<file path="src/rtl/touch_pkg.sv">
// Shared types and widths for the touch button event stage.
package touch_pkg;

    localparam int DEB_W  = 4;
    localparam int LONG_W = 16;

    typedef enum logic [1:0] {
        IDLE   = 2'd0,
        ARM    = 2'd1,
        HELD   = 2'd2,
        DISARM = 2'd3
    } touch_state_e;

endpackage

</file>
<file path="src/rtl/touch_deb_cnt.sv">
// Clearable, saturating, enable-gated counter; reach flags that the next enabled
// sample lands the count on term.
module touch_deb_cnt #(
    parameter int W = 4
) (
    input  logic         clk,
    input  logic         reset,
    input  logic         clr,
    input  logic         en,
    input  logic [W-1:0] term,
    output logic [W-1:0] cnt,
    output logic         reach
);

    logic [W-1:0] inc;

    assign inc   = (cnt == {W{1'b1}}) ? cnt : cnt + {{(W-1){1'b0}}, 1'b1};
    assign reach = (inc == term);

    // A clear restarts the run; if the same sample also counts, it becomes sample 1.
    always_ff @(posedge clk) begin
        if (reset)
            cnt <= '0;
        else if (clr)
            cnt <= en ? {{(W-1){1'b0}}, 1'b1} : '0;
        else if (en)
            cnt <= inc;
    end

endmodule

</file>
<file path="src/rtl/touch_button_events.sv">
// Debounces the region hit flag into press/release/long-press events, toggle and press count.
// Optional long-press timer is built when TOUCH_LONGPRESS_EN is defined.
module touch_button_events
    import touch_pkg::*;
#(
    parameter int          DEB_ON   = 3,
    parameter int          DEB_OFF  = 3,
    parameter logic [15:0] LONG_SMP = 16'd500,
    parameter int          CNT_W    = 8
) (
    input  logic             clk,
    input  logic             reset,
    input  logic             sample_en,
    input  logic             hit,
    output logic             pressed,
    output logic             press_pulse,
    output logic             release_pulse,
    output logic             long_pulse,
    output logic             toggle,
    output logic [CNT_W-1:0] press_cnt
);

    localparam logic [1:0] S_IDLE   = IDLE;
    localparam logic [1:0] S_ARM    = ARM;
    localparam logic [1:0] S_HELD   = HELD;
    localparam logic [1:0] S_DISARM = DISARM;

    localparam logic [DEB_W-1:0] ON_TERM  = DEB_W'(DEB_ON);
    localparam logic [DEB_W-1:0] OFF_TERM = DEB_W'(DEB_OFF);

    logic [1:0]       state, nxt;
    logic             on_side;
    logic             deb_clr, deb_en, deb_reach;
    logic [DEB_W-1:0] deb_cnt, deb_term;
    logic             do_press, do_release;

    assign on_side  = (state == S_HELD) || (state == S_DISARM);
    assign deb_term = on_side ? OFF_TERM : ON_TERM;

    touch_deb_cnt #(.W(DEB_W)) u_deb (
        .clk   (clk),
        .reset (reset),
        .clr   (deb_clr),
        .en    (deb_en),
        .term  (deb_term),
        .cnt   (deb_cnt),
        .reach (deb_reach)
    );

    // deb_cnt is 0 in IDLE/HELD, so deb_reach there means a debounce count of 1.
    always_comb begin
        nxt        = state;
        deb_clr    = 1'b0;
        deb_en     = 1'b0;
        do_press   = 1'b0;
        do_release = 1'b0;
        if (sample_en) begin
            case (state)
                S_IDLE: if (hit) begin
                    deb_clr = 1'b1;
                    if (deb_reach) begin
                        nxt      = S_HELD;
                        do_press = 1'b1;
                    end else begin
                        nxt    = S_ARM;
                        deb_en = 1'b1;
                    end
                end
                S_ARM: if (hit) begin
                    if (deb_reach) begin
                        nxt      = S_HELD;
                        deb_clr  = 1'b1;
                        do_press = 1'b1;
                    end else begin
                        deb_en = 1'b1;
                    end
                end else begin
                    nxt     = S_IDLE;
                    deb_clr = 1'b1;
                end
                S_HELD: if (!hit) begin
                    deb_clr = 1'b1;
                    if (deb_reach) begin
                        nxt        = S_IDLE;
                        do_release = 1'b1;
                    end else begin
                        nxt    = S_DISARM;
                        deb_en = 1'b1;
                    end
                end
                default: if (!hit) begin
                    if (deb_reach) begin
                        nxt        = S_IDLE;
                        deb_clr    = 1'b1;
                        do_release = 1'b1;
                    end else begin
                        deb_en = 1'b1;
                    end
                end else begin
                    nxt     = S_HELD;
                    deb_clr = 1'b1;
                end
            endcase
        end
    end

    always_ff @(posedge clk) begin
        if (reset) begin
            state         <= S_IDLE;
            pressed       <= 1'b0;
            press_pulse   <= 1'b0;
            release_pulse <= 1'b0;
            toggle        <= 1'b0;
            press_cnt     <= '0;
        end else begin
            state         <= nxt;
            press_pulse   <= do_press;
            release_pulse <= do_release;
            if (do_press) begin
                pressed   <= 1'b1;
                toggle    <= ~toggle;
                press_cnt <= press_cnt + CNT_W'(1);
            end else if (do_release) begin
                pressed <= 1'b0;
            end
        end
    end

`ifdef TOUCH_LONGPRESS_EN
    logic              long_en, long_reach, long_done;
    logic [LONG_W-1:0] long_smp;
    logic              unused_cnt;

    assign long_en    = sample_en && on_side;
    assign unused_cnt = ^{deb_cnt, long_smp};

    touch_deb_cnt #(.W(LONG_W)) u_long (
        .clk   (clk),
        .reset (reset),
        .clr   (do_press),
        .en    (long_en),
        .term  (LONG_SMP),
        .cnt   (long_smp),
        .reach (long_reach)
    );

    // A release on the same sample takes precedence over the long-press event.
    always_ff @(posedge clk) begin
        if (reset) begin
            long_done  <= 1'b0;
            long_pulse <= 1'b0;
        end else begin
            long_pulse <= 1'b0;
            if (do_press) begin
                long_done <= 1'b0;
            end else if (long_en && long_reach && !long_done) begin
                long_done  <= 1'b1;
                long_pulse <= !do_release;
            end
        end
    end
`else
    logic unused_cnt;

    assign unused_cnt = ^{deb_cnt, LONG_SMP};
    assign long_pulse = 1'b0;
`endif

endmodule

</file>
<file path="config.mk">
export PLATFORM = sky130hd
export DESIGN_NAME = touch_button_events
export DESIGN_NICKNAME = d
export VERILOG_FILES = /design/src/rtl/touch_pkg.sv /design/src/rtl/touch_deb_cnt.sv /design/src/rtl/touch_button_events.sv
export SDC_FILE = /design/constraint.sdc
export NUM_CORES = 1
export LEC_CHECK = 0
export ABC_AREA = 1
export BUFFER_PORTS_ARGS = -buffer_cell sky130_fd_sc_hd__buf_2
export CAP_MARGIN = 30
export CORE_MARGIN = 2
export CORE_UTILIZATION = 54
export DETAILED_ROUTE_END_ITERATION = 10
export PLACE_DENSITY = 0.85
export SETUP_SLACK_MARGIN = 0.15
export SLEW_MARGIN = 5
export SYNTH_ARGS = -nofsm -noshare
export SYNTH_HDL_FRONTEND = slang
export SYNTH_SLANG_ARGS = --single-unit
</file>
<file path="constraint.sdc">
create_clock -name clk -period 2.3 [get_ports clk]
set_input_delay 0.115 -clock clk [delete_from_list [all_inputs] [get_ports clk]]
set_output_delay 0.115 -clock clk [all_outputs]
set_load 0.01 [all_outputs]
</file>
# After elaboration in Yosys (flattened, before gate mapping)
# Cells that the tools add are included.
[op_classes]
mux = 33
n_bitwise = 1
n_eq_ne = 7
n_reduce_logical = 6
addsub = 2
[op_table]
columns = ["cell", "n"]
rows = [
  ["two-way mux 1 bit", 20],
  ["two-way mux 2 bit", 8],
  ["two-way mux 4 bit", 3],
  ["adder 8 x 1 -> 8 bit, second input constant", 1],
  ["case mux 2 bit (3 select lines)", 1],
  ["AND reduction 5 bit", 1],
  ["adder 4 x 1 -> 4 bit, second input constant", 1],
  ["== test 4 x 2 -> 1 bit, second input constant", 1],
  ["== test 4 bit, second input constant", 1],
  ["inequality test 2 bit, second input constant", 2],
  ["nonzero test 2 bit", 2],
  ["nonzero test 4 bit", 1],
  ["inequality test 3 bit, second input constant", 1],
  ["case mux 1 bit (3 select lines)", 1],
  ["== test 2 x 1 -> 1 bit, second input constant", 1],
  ["== test 2 bit, second input constant", 1],
  ["logical NOT 2 bit", 1],
  ["OR reduction 2 bit", 1],
  ["inverter 1 bit", 1],
]
[word_totals]
register_bits = 18
output_inout_bits = 13
in_bits = 4

# Longest topological paths before layout
# Gate-level depths: netlist (run 1).
[depth]
ltp_word = 9
mapped_depth = 13
ltp_nobuf = 13

# Modules after synthesis
# From an unflattened synthesis (run 1), not the netlist that was laid out.
[unflattened]
hier_cells = 187
hier_area_um2 = 1158.6
[modules_own_cells]
columns = ["mod", "seq_area_each_um2", "cells_per_inst", "instances", "area_per_inst_um2"]
rows = [
  ["touch_button_events", 280.3, 125, 1, 823.3],
  ["touch_deb_cnt", 80.1, 62, 1, 335.3],
]

# Worst setup path before layout (run 1)
# OpenSTA, ideal clock, no wires.
[synth_timing]
path_type = "register to register"
startpoint = "reg u_deb.cnt[0]"
endpoint = "reg press_cnt[0]"
stages_incl_launch_ff = 9
n_path_buf = 1
synth_period_minus_slack_ps = 1685
slack_ps = 615
t_arrival_ps = 1570
required_time_ps = 2185
path_cell_list = "dfxtp_1 ha_1 nand3_2 o21ai_2 nand3_4 nor3_4 buf_4 a21oi_1 o21a_1"
[synth_between]
elab_chain_len = 7
[synth_rtl]
columns = ["element", "line_no", "text"]
rows = [
  ["start: declaration", "touch_deb_cnt.sv:11", "output logic [W-1:0] cnt,"],
  ["start signal: assignment", "touch_deb_cnt.sv:25", "cnt <= en ? {{(W-1){1'b0}}, 1'b1} : '0;"],
  ["start signal: assignment", "touch_deb_cnt.sv:27", "cnt <= inc;"],
  ["adder 4 x 1 -> 4 bit / == test 4 bit (equally long branches)", "touch_deb_cnt.sv:17", "assign inc = (cnt == {W{1'b1}}) ? cnt : cnt + {{(W-1){1'b0}}, 1'b1};"],
  ["two-way mux 4 bit (*)", "touch_deb_cnt.sv:17", ""],
  ["== test 4 x 2 -> 1 bit (*)", "touch_deb_cnt.sv:18", "assign reach = (inc == term);"],
  ["two-way mux 1 bit (*)", "touch_button_events.sv:61, touch_button_events.sv:70", ""],
  ["two-way mux 1 bit (*)", "touch_button_events.sv:69", "S_ARM: if (hit) begin"],
  ["two-way mux 1 bit (*)", "n/a", ""],
  ["two-way mux 1 bit (*)", "touch_button_events.sv:57", "if (sample_en) begin"],
  ["end signal: assignment", "touch_button_events.sv:122", "press_cnt <= press_cnt + CNT_W'(1);"],
  ["end: declaration", "touch_button_events.sv:20", "output logic [CNT_W-1:0] press_cnt"],
]
# Every way passes the cells marked *; elsewhere a longest branch is shown, timed or not.
# A chain may end at the register's enable or synchronous reset.

# Worst setup path after layout (run 1)
[layout_timing]
startpoint = "reg u_deb.cnt[0]"
endpoint = "reg press_cnt[2]"
# Same word-level chain as after synthesis.

==> impl_metrics.ini, run 1 <==
[pwr]
power.leakage_nw = 0.526
power_frac_seq_pct = 49.8
p_comb_share_pct = 27.8
swShare_pct = 33.7
power_density_mw_per_mm2 = 584
p_sw_mw = 0.234
power.share.clock_pct = 22.4
internal-power_mw = 0.461
peakVddDrop_v = 0.000375

[yosys]
ys_ff_latch = 18
synth_area_mm2 = 0.00106
syn-num-nets = 158
synthCells = 148
synth_warnings = 0
ys_types = 30
postSynthAreaPerCell_um2 = 7.14
ys_seq_area_share_pct = 34.1

[setup_path]
crit_path_max_fanout = 9
worstRegToRegCells = 10
crit_slowest_cell = dfxtp_2
max_stage_delay_ps = 400
cp-end-kind = register
worst_ep_required_time_ps = 2510
worstPathCellList = ha_2 > nand3_2 > o21ai_2 > nand3_4 > nor3_4 > inv_2 > nor2_1 > nand2_1 > nand2_1 > nor2_1
critPathKind = reg -> reg
crit_path_start_kind = register
crit_arrival_ps = 2200

[grt]
grtUsageTotal_pct = 19.9
antenna_found_initial = 0
overflow = 0
grt_pass1_vias = 841
grt_pass1_wl_mm = 3.26
grt_max_degree = 13

[cells_and_area]
n_fill_cell = 174
antenna_cells = 0
area_growth_pct = 12.5
fin_nets = 177
fin_area_mm2 = 0.00119
layout-drive-gt1-share_pct = 21.2

[floorplan]
die-area_mm2 = 0.00233
chipHeight_um = 48.3
rows = 16
die_w_um = 48.3
core_area_mm2 = 0.00190
start_util_pct = 55.6
ioPinCount = 17

[detailed_routing]
dr.pass1.iters = 4
vias = 1006
met2_length_mm = 1.01
wl_per_cell_um = 10.9
viasPerCell = 5.24
dr.max_layer_used = met4
wirelength_mm = 2.09
drtIter0Drc = 21
met1_length_um = 957
postRouteAntennaNets = 0
drc = 0
wl_met3_um = 80

[placed_design]
place_area_mm2 = 0.00115
gp_congestion = 0.732
hpwl_mm = 1.60
port_buffers = 15

[cts]
clkSinkCount = 18
cts_tree = yes
clk_pin_slew_ps = 100
htreeDepth = 1
cts_buffers = 3
hold_buffers = 0
root_buffer = clkbuf_4
clockBufferDepth = 2
clock_latency_ps = 300

[min_path]
hold-path-cell-count = 2
hold_path.class = in -> reg

[timing]
final_max_slew_viol_count = 0
rsz0062_at_grt = no
clock.fmax_mhz = 503
skew_ps = 7.61
final.period_utilization_pct = 86.5
finalHoldViolCount = 0
setup_viol = 0
tns_ps = 0
finalCriticalPeriod_ps = 1990

[status]
status = finished clean

[flow_run]
cap_viol_max_count = 0
==> per-layer routing <==
metal | vias up | global-route usage [%]
met5 | - | 0
met4 | 0 | 8.11
met3 | 5 | 5.93
met2 | 23 | 33.9
met1 | 466 | 23.1
li1 | 512 | -
==> power groups by stage <==
stage / sequential (mW) / clock (mW) / combinational, mW
floorplan: 0.351 / 0 / 0.150
global placement: 0.350 / 0 / 0.183
detailed placement: 0.352 / 0 / 0.189
CTS: 0.345 / 0.161 / 0.190
global route: 0.348 / 0.174 / 0.219
finish: 0.346 / 0.156 / 0.193
==> layout make-up <==
type | instances | area [µm²] | share of cell area, %
well taps | 27 | 33.8 | 2.84
clock buffers | 3 | 22.5 | 1.89
flip-flops and latches | 18 | 363 | 30.5
repair buffers | 17 | 90.1 | 7.57
inverters | 17 | 63.8 | 5.36
multi-input cells | 110 | 617 | 51.8
==> critical path: cells and delay by family, from the launching register on <==
| kind | cells | cell delay, ps |
|---|---|---|
| flip-flops | 1 | 400 |
| buffers and inverters | 1 | 120 |
| AND/OR/NAND/NOR | 7 | 930 |
| AO/OA/AOI/OAI | 1 | 220 |
| adder cells (fa/ha/maj) | 1 | 230 |
==> logic make-up after synthesis <==
family                     Yosys count  synth area share, %
AOI/OAI and AO/OA                   23                 13.5
xor gates and xnor gates             3                 2.49
adders and majority gates            6                 7.10
buffers and inverters               20                 7.81
DFF                                 18                 34.1
other                                1                0.355
and+or+nand+nor                     77                 34.7
==> cells in the mapped netlist (all sizes together) <==
master  instances  share of area (%)
a21boi          1               0.71
o311ai          1               0.83
o21a            2                1.4
and3            1               0.59
a21oi          12                6.4
inv            17                6.0
nand4           1               0.59
nand3          10                6.9
buf             2                1.4
or2             1               0.59
xor2            2                1.7
conb            1               0.35
nor3            6                4.9
clkbuf          1               0.35
nor2           19                7.0
o21ai           6                3.6
xnor2           1               0.83
nand2          38                 13
nor3b           1               0.71
o22ai           1               0.59
dfxtp          18                 34
ha              6                7.1
==> flip-flops by register name, summed over array words and instances, names as in the netlist <==
register,count
press_cnt,8
state,2
press_pulse,1
pressed,1
u_deb.cnt,4
release_pulse,1
toggle,1
==> placed cells by master (no fill, tap or decap), types with 2 or more instances in the layout <==
cell type  synthesis  layout
ha_1               6       5
dfxtp_1           18      16
o21ai_2            2       2
o21a_1             2       2
clkbuf_4           0       3
nor2_1            18      18
nand2_1           38      38
a21oi_1           10      10
buf_4              2       2
nand3_2            2       2
dfxtp_2            0       2
nor3_2             2       2
inv_1             16      16
buf_2              0      15
nand3_1            7       7
nor3_1             3       3
a21oi_2            2       2
o21ai_0            4       4
xor2_1             2       2
==> final timing paths <==
path	start	end	slack [ps]
min reg2reg	u_deb.cnt[1]	u_deb.cnt[1]	500
min	reset	state[0]	140
max	u_deb.cnt[0]	press_cnt[2]	310
max reg2reg	u_deb.cnt[0]	press_cnt[2]	310
==> per-stage QoR <==
| step | setup slack [ps] | util, % | instances | power (mW) | hold WS, ps |
|---|---|---|---|---|---|
| finish | 310 | 62.6 | 192 | 0.695 | 143 |
| CTS | 286 | 61.9 | 191 | 0.695 | 135 |
| global route | 157 | 62.6 | 192 | 0.742 | 140 |
| detailed placement | 302 | 60.7 | 188 | 0.541 | 447 |
| floorplan | 615 | - | 148 | 0.501 | 270 |
| global placement | 429 | 60.7 | 188 | 0.533 | 442 |
==> timing repair <==
item                       in CTS  in global routing
setup endpoints to repair       0                  1
setup buffers                   0                  1
gates resized for setup         0                  3
hold endpoints to repair        0                  0
(Power assumes the default switching activity.)
==> run 2: changes to the inputs <==
--- a/config.mk
+++ b/config.mk
@@ -6,12 +6,13 @@
 export NUM_CORES = 1
 export LEC_CHECK = 0
 export ABC_AREA = 1
-export BUFFER_PORTS_ARGS = -buffer_cell sky130_fd_sc_hd__buf_2
+export BUFFER_PORTS_ARGS = -buffer_cell sky130_fd_sc_hd__buf_4
 export CAP_MARGIN = 30
 export CORE_MARGIN = 2
 export CORE_UTILIZATION = 54
 export DETAILED_ROUTE_END_ITERATION = 10
 export PLACE_DENSITY = 0.85
+export REMOVE_ABC_BUFFERS = 1
 export SETUP_SLACK_MARGIN = 0.15
 export SLEW_MARGIN = 5
 export SYNTH_ARGS = -nofsm -noshare
==> impl_metrics.ini, run 2 (same netlist as run 1, synthesis figures left out) <==
[cts]
htreeDepth = 1
clock_latency_ps = 290
clk_pin_slew_ps = 90
hold_buffers = 0
root_buffer = clkbuf_4
postCtsSetupBuffers = 0
cts_tree = yes
post_cts_resized = 0
clkSinkCount = 18
clockBufferDepth = 2
cts_buffers = 3

[timing]
skew_ps = 7.46
final_max_slew_viol_count = 0
tns_ps = 0
setup_viol = 0
final.period_utilization_pct = 83.1
finalHoldViolCount = 0
clock.fmax_mhz = 523
rsz0062_at_grt = no
finalCriticalPeriod_ps = 1910

[cells_and_area]
regArea_um2 = 360
postLayoutCoreUtil_pct = 63.9
layout-drive-gt1-share_pct = 18.9
largest_reg_flops = 8
n_fill_cell = 182
area_growth_pct = 14.9
antenna_cells = 0
layout_common_cells = 38 x nand2_1, 18 x nor2_1, 18 x dfxtp_1, 16 x inv_1, 16 x buf_4
fin_nets = 176
top_register = press_cnt
reg_top3 = press_cnt (8), u_deb.cnt (4), state (2)
layout_commonest_cell = nand2_1
multiInputGateArea_um2 = 614

[setup_path]
crit_arrival_ps = 2100
worstPathCellList = ha_1 > inv_1 > nand2_1 > nand3_1 > nor2_2 > nand3_4 > nand2_1 > nor2_1 > nor2_1 > inv_1 > nor2_1 > nor2_1
startpoint = u_deb.cnt[0]
crit_family = simple AND/OR/NAND/NOR gates
r2r_start = u_deb.cnt[0]
worstRegToRegCells = 12
crit_slowest_cell = dfxtp_1
path_depth = 12
critPathKind = reg -> reg
crit_path_start_kind = register
worst_ep_required_time_ps = 2490
max_stage_delay_ps = 440
crit_path_max_fanout = 9
cp-end-kind = register
cp_num_buf_inv = 2
crit_top_cell = nor2_1

[min_path]
min_from = reset
hold-path-cell-count = 2
hold_path.class = in -> reg

[detailed_routing]
wl_per_cell_um = 11.0
drc = 0
wirelength_mm = 2.11
viasPerCell = 5.20
postRouteAntennaNets = 0
vias = 993
dr.pass1.iters = 4
drtIter0Drc = 17

[floorplan]
core_area_mm2 = 0.00190
die_w_um = 48.3
start_util_pct = 55.6
rows = 16
chipHeight_um = 48.3
die-area_mm2 = 0.00233
ioPinCount = 17

[grt]
grt_max_degree = 13
grtUsageTotal_pct = 19.3
grt_pass1_vias = 794
overflow = 0
antenna_found_initial = 0
grt_pass1_wl_mm = 3.13

[placed_design]
gp_congestion = 0.741
port_buffers = 15
hpwl_mm = 1.65

[pwr]
power.leakage_nw = 0.523
power_density_mw_per_mm2 = 567
peakVddDrop_v = 0.000390

[status]
status = finished clean

[flow_run]
cap_viol_max_count = 0
-- run 2: power by group --
group	internal, mW	switching (mW)	leakage, nW
clock network	0.0610	0.0897	0.0138
logic	0.0734	0.120	0.364
registers	0.327	0.0170	0.146
total	0.462	0.227	0.523
-- run 2: layer usage --
layer  up-vias  global-route usage (%)  share of wire (%)
li1        509                       -                  -
met1       464                    22.0                 43
met2        20                    34.2                 53
met3         0                    7.78                3.7
met4         0                    3.24                  0
met5         -                       0                  0
-- run 2: worst register-to-register path: stages (launching register included) --
cell	delay, ps
dfxtp_1	440
ha_1	270
inv_1	60
nand2_1	60
nand3_1	120
nor2_2	160
nand3_4	140
nand2_1	120
nor2_1	40
nor2_1	180
inv_1	60
nor2_1	110
nor2_1	50
-- run 2: area by class of cell --
cell class                      instances  share of cell area, %
Multi-Input combinational cell        110                   50.6
Sequential cell                        18                   29.7
Timing Repair Buffer                   16                   9.89
Inverter                               17                   5.25
Tap cell                               27                   2.78
Clock buffer                            3                   1.85
-- run 2: final timing paths --
| check | end | slack (ps) |
|---|---|---|
| worst max register to register | state[1] | 390 |
| worst max-delay path | state[1] | 390 |
| worst min-delay path | u_deb.cnt[0] | 80 |
| worst min register to register | pressed | 500 |
-- run 2: metrics by stage --
stage	area (µm²)	total power, mW	cells	hold slack (ps)	setup WS (ps)
final	1210	0.689	191	79.3	388
after global routing	1210	0.735	191	78.3	224
after CTS	1210	0.696	191	76.9	384
after detailed placement	1190	0.545	188	396	394
after global placement	1190	0.537	188	397	536
after floorplan	1040	0.496	145	184	421
